==> src/rtl/pattern_scan_pkg.sv <==
// Shared definitions for the pattern scan controller: FSM state encoding,
// datapath widths and small mask helpers used by the top level.
package pattern_scan_pkg;

  localparam int PAT_W       = 4;
  localparam int DATA_W      = 8;
  localparam int NUM_OFFSETS = DATA_W - PAT_W + 1;

  localparam logic [2:0] LAST_OFFSET = 3'(NUM_OFFSETS - 1);

  typedef enum logic [2:0] {
    IDLE,
    ACCEPT,
    SCAN,
    REPORT,
    DONE
  } state_t;

  // Index of the lowest set bit; 0 when no bit is set.
  function automatic logic [2:0] lowest_set(input logic [NUM_OFFSETS-1:0] m);
    logic [2:0] idx;
    idx = 3'd0;
    for (int k = NUM_OFFSETS - 1; k >= 0; k--) begin
      if (m[k]) idx = 3'(k);
    end
    return idx;
  endfunction

  // Number of set bits in an offset mask.
  function automatic logic [2:0] count_ones(input logic [NUM_OFFSETS-1:0] m);
    logic [2:0] n;
    n = 3'd0;
    for (int k = 0; k < NUM_OFFSETS; k++) begin
      n = n + {2'b00, m[k]};
    end
    return n;
  endfunction

endpackage

==> src/rtl/pattern_scan_ctrl_if.sv <==
// Bundle of the configuration, byte-input and result handshake signals of
// pattern_scan_ctrl. master = byte source / result consumer, slave = controller.
interface pattern_scan_ctrl_if #(
  parameter int CNT_W = 8
);
  import pattern_scan_pkg::*;

  logic                   cfg_we;
  logic [PAT_W-1:0]       cfg_pattern;
  logic                   start;
  logic                   in_valid;
  logic                   in_ready;
  logic [DATA_W-1:0]      in_data;
  logic                   in_last;
  logic                   res_valid;
  logic                   res_ready;
  logic                   res_hit;
  logic [NUM_OFFSETS-1:0] res_mask;
  logic [2:0]             res_offset;
  logic [CNT_W-1:0]       match_count;
  logic                   busy;
  logic                   done;

  modport master (
    output cfg_we, cfg_pattern, start, in_valid, in_data, in_last, res_ready,
    input  in_ready, res_valid, res_hit, res_mask, res_offset, match_count,
           busy, done
  );

  modport slave (
    input  cfg_we, cfg_pattern, start, in_valid, in_data, in_last, res_ready,
    output in_ready, res_valid, res_hit, res_mask, res_offset, match_count,
           busy, done
  );

endinterface

==> src/rtl/pattern_cmp4.sv <==
// Combinational 4-bit window/pattern equality comparator, shared by the
// scan controller across all alignment offsets.
module pattern_cmp4 (
  input  logic [3:0] i_window,
  input  logic [3:0] i_pattern,
  output logic       o_match
);

  assign o_match = (i_window == i_pattern);

endmodule

==> src/rtl/pattern_scan_ctrl.sv <==
// Pattern scan sequencing controller. Accepts bytes over valid/ready, walks a
// single 4-bit comparator across the five offsets of each byte (one per
// cycle), reports the hit mask / lowest offset and keeps a saturating match
// count per session.
// Optional build macro PATTERN_SCAN_EARLY_EXIT_EN: stop scanning a byte at
// its first matching offset and report only that offset.
module pattern_scan_ctrl
  import pattern_scan_pkg::*;
#(
  parameter int CNT_W = 8
) (
  input logic                clk,
  input logic                rst,
  pattern_scan_ctrl_if.slave bus
);

  localparam int SUM_W = CNT_W + 3;
  localparam logic [SUM_W-1:0] CNT_MAX = {3'b000, {CNT_W{1'b1}}};

  state_t                 r_state;
  state_t                 w_state_next;

  logic [PAT_W-1:0]       r_pattern;
  logic [DATA_W-1:0]      r_byte;
  logic                   r_last;
  logic [2:0]             r_offset;
  logic [NUM_OFFSETS-1:0] r_mask;
  logic [CNT_W-1:0]       r_count;
  logic                   r_in_ready;
  logic                   r_res_valid;
  logic                   r_busy;
  logic                   r_done;

  logic [DATA_W-1:0]      w_shifted;
  logic [PAT_W-1:0]       w_window;
  logic                   w_match;
  logic [NUM_OFFSETS-1:0] w_sel;
  logic                   w_scan_exit;
  logic                   w_accept;
  logic                   w_res_hs;
  logic [SUM_W-1:0]       w_count_sum;
  logic [CNT_W-1:0]       w_count_sat;

  // Window mux: the current offset selects which 4 bits feed the comparator.
  assign w_shifted = r_byte >> r_offset;
  assign w_window  = w_shifted[PAT_W-1:0];

  pattern_cmp4 u_cmp (
    .i_window  (w_window),
    .i_pattern (r_pattern),
    .o_match   (w_match)
  );

  // One-hot decode of the offset, used to set the matching mask bit.
  genvar gi;
  generate
    for (gi = 0; gi < NUM_OFFSETS; gi++) begin : g_sel
      assign w_sel[gi] = (r_offset == 3'(gi));
    end
  endgenerate

`ifdef PATTERN_SCAN_EARLY_EXIT_EN
  assign w_scan_exit = w_match || (r_offset == LAST_OFFSET);
`else
  assign w_scan_exit = (r_offset == LAST_OFFSET);
`endif

  assign w_accept = (r_state == ACCEPT) && bus.in_valid;
  assign w_res_hs = (r_state == REPORT) && bus.res_ready;

  assign w_count_sum = SUM_W'(r_count) + SUM_W'(count_ones(r_mask));
  assign w_count_sat = (w_count_sum > CNT_MAX) ? {CNT_W{1'b1}}
                                               : w_count_sum[CNT_W-1:0];

  // State register.
  always_ff @(posedge clk) begin
    if (rst) begin
      r_state <= IDLE;
    end else begin
      r_state <= w_state_next;
    end
  end

  // Next-state logic.
  always_comb begin
    w_state_next = r_state;
    case (r_state)
      IDLE:    if (bus.start) w_state_next = ACCEPT;
      ACCEPT:  if (bus.in_valid) w_state_next = SCAN;
      SCAN:    if (w_scan_exit) w_state_next = REPORT;
      REPORT:  if (bus.res_ready) w_state_next = r_last ? DONE : ACCEPT;
      DONE:    w_state_next = IDLE;
      default: w_state_next = IDLE;
    endcase
  end

  // Datapath and registered status outputs (decoded from the next state so
  // they line up with the state they describe).
  always_ff @(posedge clk) begin
    if (rst) begin
      r_pattern   <= '0;
      r_byte      <= '0;
      r_last      <= 1'b0;
      r_offset    <= '0;
      r_mask      <= '0;
      r_count     <= '0;
      r_in_ready  <= 1'b0;
      r_res_valid <= 1'b0;
      r_busy      <= 1'b0;
      r_done      <= 1'b0;
    end else begin
      r_in_ready  <= (w_state_next == ACCEPT);
      r_res_valid <= (w_state_next == REPORT);
      r_busy      <= (w_state_next != IDLE);
      r_done      <= (w_state_next == DONE);

      if (r_state == IDLE && bus.cfg_we) r_pattern <= bus.cfg_pattern;
      if (r_state == IDLE && bus.start)  r_count   <= '0;

      if (w_accept) begin
        r_byte   <= bus.in_data;
        r_last   <= bus.in_last;
        r_offset <= '0;
        r_mask   <= '0;
      end

      if (r_state == SCAN) begin
        // Mask is cleared on accept, so with early exit only one bit can land.
        if (w_match) r_mask <= r_mask | w_sel;
        if (!w_scan_exit) r_offset <= r_offset + 3'd1;
      end

      if (w_res_hs) r_count <= w_count_sat;
    end
  end

  assign bus.in_ready    = r_in_ready;
  assign bus.res_valid   = r_res_valid;
  assign bus.res_mask    = r_mask;
  assign bus.res_hit     = |r_mask;
  assign bus.res_offset  = lowest_set(r_mask);
  assign bus.match_count = r_count;
  assign bus.busy        = r_busy;
  assign bus.done        = r_done;

endmodule

==> src/flat_wrapper.sv <==
// flat-port wrapper written by rule: the top's interface ports become plain ports
module pattern_scan_ctrl_flat import pattern_scan_pkg::*;
#(
  parameter int CNT_W = 8
)
  (clk, rst, bus_cfg_we, bus_cfg_pattern, bus_start, bus_in_valid, bus_in_data, bus_in_last, bus_res_ready, bus_in_ready, bus_res_valid, bus_res_hit, bus_res_mask, bus_res_offset, bus_match_count, bus_busy, bus_done);
  pattern_scan_ctrl_if #(.CNT_W(CNT_W)) bus_i ();
  input logic clk;
  input logic rst;
  input wire logic [$bits(bus_i.cfg_we)-1:0] bus_cfg_we;
  input wire logic [$bits(bus_i.cfg_pattern)-1:0] bus_cfg_pattern;
  input wire logic [$bits(bus_i.start)-1:0] bus_start;
  input wire logic [$bits(bus_i.in_valid)-1:0] bus_in_valid;
  input wire logic [$bits(bus_i.in_data)-1:0] bus_in_data;
  input wire logic [$bits(bus_i.in_last)-1:0] bus_in_last;
  input wire logic [$bits(bus_i.res_ready)-1:0] bus_res_ready;
  output wire logic [$bits(bus_i.in_ready)-1:0] bus_in_ready;
  output wire logic [$bits(bus_i.res_valid)-1:0] bus_res_valid;
  output wire logic [$bits(bus_i.res_hit)-1:0] bus_res_hit;
  output wire logic [$bits(bus_i.res_mask)-1:0] bus_res_mask;
  output wire logic [$bits(bus_i.res_offset)-1:0] bus_res_offset;
  output wire logic [$bits(bus_i.match_count)-1:0] bus_match_count;
  output wire logic [$bits(bus_i.busy)-1:0] bus_busy;
  output wire logic [$bits(bus_i.done)-1:0] bus_done;
  assign bus_i.cfg_we = bus_cfg_we;
  assign bus_i.cfg_pattern = bus_cfg_pattern;
  assign bus_i.start = bus_start;
  assign bus_i.in_valid = bus_in_valid;
  assign bus_i.in_data = bus_in_data;
  assign bus_i.in_last = bus_in_last;
  assign bus_i.res_ready = bus_res_ready;
  assign bus_in_ready = bus_i.in_ready;
  assign bus_res_valid = bus_i.res_valid;
  assign bus_res_hit = bus_i.res_hit;
  assign bus_res_mask = bus_i.res_mask;
  assign bus_res_offset = bus_i.res_offset;
  assign bus_match_count = bus_i.match_count;
  assign bus_busy = bus_i.busy;
  assign bus_done = bus_i.done;
  pattern_scan_ctrl #(.CNT_W(CNT_W)) u_core (.clk(clk), .rst(rst), .bus(bus_i));
endmodule
==> config.mk <==
export PLATFORM = sky130hd
export DESIGN_NAME = pattern_scan_ctrl_flat
export DESIGN_NICKNAME = d
export VERILOG_FILES = /design/src/rtl/pattern_scan_pkg.sv /design/src/rtl/pattern_scan_ctrl_if.sv /design/src/rtl/pattern_cmp4.sv /design/src/rtl/pattern_scan_ctrl.sv /design/src/flat_wrapper.sv
export SDC_FILE = /design/constraint.sdc
export NUM_CORES = 1
export LEC_CHECK = 0
export ABC_AREA = 1
export CORE_ASPECT_RATIO = 1.4
export CORE_MARGIN = 4
export CORE_UTILIZATION = 30
export DETAILED_ROUTE_END_ITERATION = 16
export MAX_ROUTING_LAYER = met4
export SLEW_MARGIN = 5
export SYNTH_ARGS = -nofsm -noshare
export SYNTH_HDL_FRONTEND = slang
export SYNTH_SLANG_ARGS = --single-unit
==> constraint.sdc <==
create_clock -name clk -period 5.9 [get_ports clk]
set_clock_uncertainty 0.05 [all_clocks]
set_input_delay 1.77 -clock clk [delete_from_list [all_inputs] [get_ports clk]]
set_output_delay 1.77 -clock clk [all_outputs]
set_load 0.02 [all_outputs]
==> results of run 1 <==
## through the flow
| stage | hold slack, ns | utilization | worst slack [ns] | instance area [um^2] | power [W] |
|---|---|---|---|---|---|
| CTS | 0.427 | 0.392 | 2.36 | 2590 | 0.000548 |
| floorplan | 0.390 | - | 2.61 | 2050 | 0.000335 |
| detailed placement | 0.416 | 0.379 | 2.23 | 2500 | 0.000373 |
| global route | 0.448 | 0.392 | 2.16 | 2590 | 0.000575 |
| global placement | 0.407 | 0.379 | 2.30 | 2500 | 0.000371 |
| finish | 0.422 | 0.392 | 2.39 | 2590 | 0.000542 |
## path summary, 6_finish.rpt
kind,endpoint,slack [ns],cells past startpoint
max reg2reg,u_core.bus.match_count[5],2.49,16
min reg2reg,u_core.r_byte[0],0.42,2
min,u_core.r_byte[0],0.42,2
max,bus_res_hit,2.39,4
## logic make-up (layout without fill, tap and decap cells)
kind of cell    after synthesis  count (layout)  synth area share
simple gates                146             146             0.315
flops                        36              36             0.351
buf+inv                      44              83            0.0944
xor+xnor                      2               2           0.00853
fa+ha+maj                    14              14            0.0962
compound gates               52              52             0.135
## power by group
part | total, W | internal, W | switching (W)
Sequential | 0.000265 | 0.000254 | 0.0000104
Clock | 0.000177 | 0.0000952 | 0.0000817
Combinational | 0.000101 | 0.0000423 | 0.0000585
## registers in the layout, summed over array words and instances (netlist names)
| name | flops |
|---|---|
| u_core.bus.in_ready | 1 |
| u_core.bus.busy | 1 |
| u_core.bus.res_mask | 5 |
| u_core.r_state | 3 |
| u_core.r_pattern | 4 |
| u_core.r_byte | 8 |
| u_core.bus.done | 1 |
| u_core.r_last | 1 |
| u_core.bus.match_count | 8 |
| u_core.r_offset | 3 |
| u_core.bus.res_valid | 1 |
## worst max-delay path: stages (launching register included)
cell and delay [ns]:
dfxtp_1 0.44, inv_1 0.09, ha_1 0.20, nand3_1 0.08
clkdlybuf4s50_1 0.60
## layout make-up
class / count / area share
Inverter: 36 / 0.0531
Tap cell: 92 / 0.0444
Timing Repair Buffer: 39 / 0.151
Multi-Input combinational cell: 214 / 0.439
Sequential cell: 36 / 0.278
Clock buffer: 8 / 0.0347
## cells in the final DEF, fill, tap and decap left out, drive strengths merged, types with 2 or more instances in the layout
cell and instances:
ha 11, inv 35, nor2 20, nand3 38, a21oi 31, nand2 84, dfxtp 36, clkbuf 8
clkdlybuf4s50 39, xor2 2, nor3 4, fa 3, o21ai 16
## layer usage
metal | up-vias | share of wire
met1 | 893 | 0.45
li1 | 1027 | -
met4 | 0 | 0.016
met3 | 6 | 0.032
met5 | - | 0
met2 | 32 | 0.50
==> results.md, run 1 <==
* Register bit total from synthesis at 36
* Effective utilization at floorplan at 0.311
* Reg area at 721 um^2
* DRT iter0 DRCs at 96
* CTS tree: done
* Post-cts sizing count at 0
* Root Buffer: clkbuf_8
* Max-cap viol count at 0
* GR met3 Demand/Resource at 0.0254
* Vias per cell at 4.61
* I/O pins at 40
* H-tree depth at 2
* Multi-input gate area at 0.00114 mm^2
* Req. time, crit path at 4.08 ns
* Clk buf depth at 2
* Status: finished, final reports clean
* R2R Path Start: u_core.bus.res_mask[1]
* Worst Setup End Kind: output port
* Post-synth EDFFs at 0
* Most instantiated library cell after synthesis: nand2_1
* Setup crit start: u_core.bus.res_mask[0]
* Hold WC Path Type: reg2reg
* Dominant synthesized flop cell: dfxtp_1
* Vias in the first global route at 1932
* Final period utilization at 0.596
* First-pass GRT wire length at 8680 um
* Routed wire length at 4880 um
* Die Width at 77.9 um
* Detail Route Antenna Nets at 0
* Nets at 365
* Slew margin rel. at 0.413
* Layout cells sized above 1 at 0.0721
* Net Count, Synth at 327
* Clock transition at path regs at 0.07 ns
* Die height at 106 um
* Met1 Track Usage GR at 0.150
* RSZ-0062 raised after global routing: false
* Syn. warnings at 0
* CP Launch Type: flip-flop
* Top Usage Layer GRT: met2
* Post-CTS setup buffers at 0
* GR Layer Usage met2 at 0.226
* Area Growth Syn to Fin at 26.2%
* Fin. max-slew vios at 0
* CTS buffer count at 5
* Critical path class: reg2out
* Ranking of synthesized cells by area: dfxtp_1, nand2_1, nand3_1, a21oi_1, ha_1
* Commonest cells post-synth: nand2_1, dfxtp_1, nand3_1, inv_1, a21oi_1
* DRC viols at 0
* Buffers on Ports at 39
* Synth cell types at 28
* Final setup fails at 0
* Fmax at 0.285 GHz
* CORE AREA at 0.00661 mm^2
* Setup TNS at 0 ns
* Clk sinks at 36
* HPWL after detailed placement at 3730 um
* Drt wl/cell at 11.5 um
* WP data arrival at 1.69 ns
* Routability Congestion at 0.824
* GRT Overall Usage at 0.130
* Mapped Avg Cell Area at 6.99 um^2
* Clk_lat worst skew at 0.28 ns
* Final non-filler cell total at 425
* DP Cell Count at 417
* Hold path start: u_core.r_byte[0]
* Row cnt at 35
* Share of Yosys cell area claimed by the top area cell type at 0.351
* Die ar. at 0.00826 mm^2
* Grt ovf at 0
* Antenna violations before repair at 0
* Number of diodes at 0
* DR vias at 1958
* Synth area leader: dfxtp_1
* Pin count of the biggest net entering global routing at 25
* Peak supply drop at 0.127 mV
* Cell Pwr Density at 209 mW/mm^2
* Fill count at 718
* Async S/R FF share, synth at 0
* Seq/Total Area, Yosys at 0.351
* Final hold violation count at 0
* Final min period at 3.51 ns
* Worst-Margin Slew at 0.878 ns
* Post-Synthesis Cells at 294
* P_leak at 1.09 nW
* TritonRoute pass-1 iters at 4
* CP max FO at 7
* Synthesized area at 0.00205 mm^2
* Hold Buf Count CTS at 0
(Power assumes the default switching activity.)
==> run 2, diff against run 1 <==
==> constraint.sdc (replaced) <==
create_clock -name clk -period 3.7 [get_ports clk]
set_clock_uncertainty 0.05 [all_clocks]
set_input_delay 1.11 -clock clk [delete_from_list [all_inputs] [get_ports clk]]
set_output_delay 1.11 -clock clk [all_outputs]
set_load 0.02 [all_outputs]
==> results.md, run 2 (synthesis results as in run 1) <==
* Internal power at 0.000601 W
* GRT Overall Usage at 0.133
* Setup TNS at 0 ns
* CORE AREA at 0.00661 mm^2
* R2R Setup Slk at 0.34 ns
* RSZ-0062 raised after global routing: false
* Sw Ratio at 0.292
* Drt wl/cell at 11.7 um
* Clk buf depth at 2
* Peak supply drop at 0.160 mV
* DRT iter0 DRCs at 88
* Die ar. at 0.00826 mm^2
* Status: finished, final reports clean
* Row cnt at 35
* Req. time, crit path at 3.82 ns
* Critical R2R Capture: u_core.bus.match_count[5]
* Worst Reg-to-Reg Cells at 16
* TritonRoute pass-1 iters at 4
* Setup Slack @ Placement at 0.320 ns
* Post-CTS setup buffers at 0
* P_leak at 1.09 nW
* Max-cap viol count at 0
* First-pass GRT wire length at 8680 um
* HPWL after detailed placement at 3770 um
* Placed cell area at 0.00251 mm^2
* Routability Congestion at 0.850
* Vias per cell at 4.60
* CTS tree: done
* Seq pwr share at 0.497
* Layout cells sized above 1 at 0.0751
* Commonest non-fill, non-tap cell in the layout: nand2_1
* Pin count of the biggest net entering global routing at 24
* DRC viols at 0
* Final hold violation count at 0
* Fin. max-slew vios at 0
* Worst-Margin Slew at 0.489 ns
* Cell Pwr Density at 328 mW/mm^2
* Setup crit start: u_core.bus.res_mask[0]
* CTS buffer count at 5
* Area Growth Syn to Fin at 26.0%
* Grt ovf at 0
* Fmax at 0.298 GHz
* Routed wire length at 4990 um
* DR vias at 1957
* Combinational power share at 0.191
* Detail Route Antenna Nets at 0
* End of the critical path: u_core.bus.match_count[5]
* Final Core Density at 0.391
* Most frequent cells in the layout: nand2_1, clkdlybuf4s50_1, dfxtp_1
* Setup slack after layout at 0.340 ns
* Post-cts sizing count at 0
* Die height at 106 um
* Worst Setup End Kind: flip-flop
* I/O pins at 40
* Tot Pwr at 0.000849 W
* Clock transition at path regs at 0.07 ns
* Critical path class: reg2reg
* WP data arrival at 3.48 ns
* Final setup fails at 0
* Hold WC Path Type: reg2reg
* Final period utilization at 0.908
* Die Width at 77.9 um
* Clock power share at 0.312
* Root Buffer: clkbuf_8
* Effective utilization at floorplan at 0.311
* H-tree depth at 2
* CP max FO at 7
* Buffers on Ports at 39
* Hold Buf Count CTS at 0
* R2R Path Start: u_core.bus.res_mask[0]
* Number of diodes at 0
* Clk_lat worst skew at 0.29 ns
* Nets at 366
* Final min period at 3.36 ns
* Hold path depth at 2
* P_sw at 0.000248 W
* CP Launch Type: flip-flop
* Clk sinks at 36
* Vias in the first global route at 1933
* Final instance area at 0.00259 mm^2
* Slew margin rel. at 0.672
* Antenna violations before repair at 0
## run 2: area by class of cell
cell class | count | area [um^2]
tap | 92 | 115
timing repair buffer | 40 | 398
clock inverter | 1 | 5.00
inverter | 36 | 138
clock buffer | 6 | 72.6
multi-input combinational | 214 | 1140
sequential | 36 | 721
fill | 721 | 4020
## run 2: through the flow
step	hold WS (ns)	cells
6_report	0.421	425
5_1_grt	0.457	425
4_1_cts	0.423	425
3_5_place_dp	0.412	418
3_3_place_gp	0.413	418
2_1_floorplan	0.390	294
## run 2: critical path, cell delays in order (launching register included)
cell and delay [ns]:
dfxtp_1 0.44, inv_1 0.09, ha_1 0.28, inv_1 0.04
fa_1 0.47, inv_1 0.04, ha_1 0.18, fa_1 0.49
fa_1 0.43, nand2_1 0.09, nand2_1 0.07, nand2_1 0.08
nor2_1 0.06, nand3_1 0.10, inv_1 0.09, o21ai_0 0.16
a21oi_1 0.08
## run 2: how the worst min path moves through the flow
stage | end | slack [ns] | from
3_3_place_gp | u_core.r_pattern[2] | 0.41 | u_core.r_pattern[2]
5_1_grt | u_core.r_pattern[0] | 0.46 | u_core.r_pattern[0]
4_1_cts | u_core.r_byte[0] | 0.42 | u_core.r_byte[0]
2_1_floorplan | u_core.r_byte[0] | 0.39 | u_core.r_byte[0]
6_report | u_core.r_byte[0] | 0.42 | u_core.r_byte[0]
3_5_place_dp | u_core.r_byte[0] | 0.41 | u_core.r_byte[0]
## run 2: routing by layer
metal,vias to the layer above,part of all wire,track usage
met5,-,0,-
met4,0,0.015,0.0438
met3,6,0.025,0.0254
met2,30,0.51,0.234
met1,895,0.45,0.150
li1,1026,-,-
## run 2: power groups by stage
stage | clock network [W] | registers, W | logic [W]
after global routing | 0.000293 | 0.000425 | 0.000183
after global placement | 0 | 0.000431 | 0.000162
after CTS | 0.000276 | 0.000422 | 0.000165
after floorplan | 0 | 0.000431 | 0.000104
final | 0.000265 | 0.000422 | 0.000162
after detailed placement | 0 | 0.000431 | 0.000164
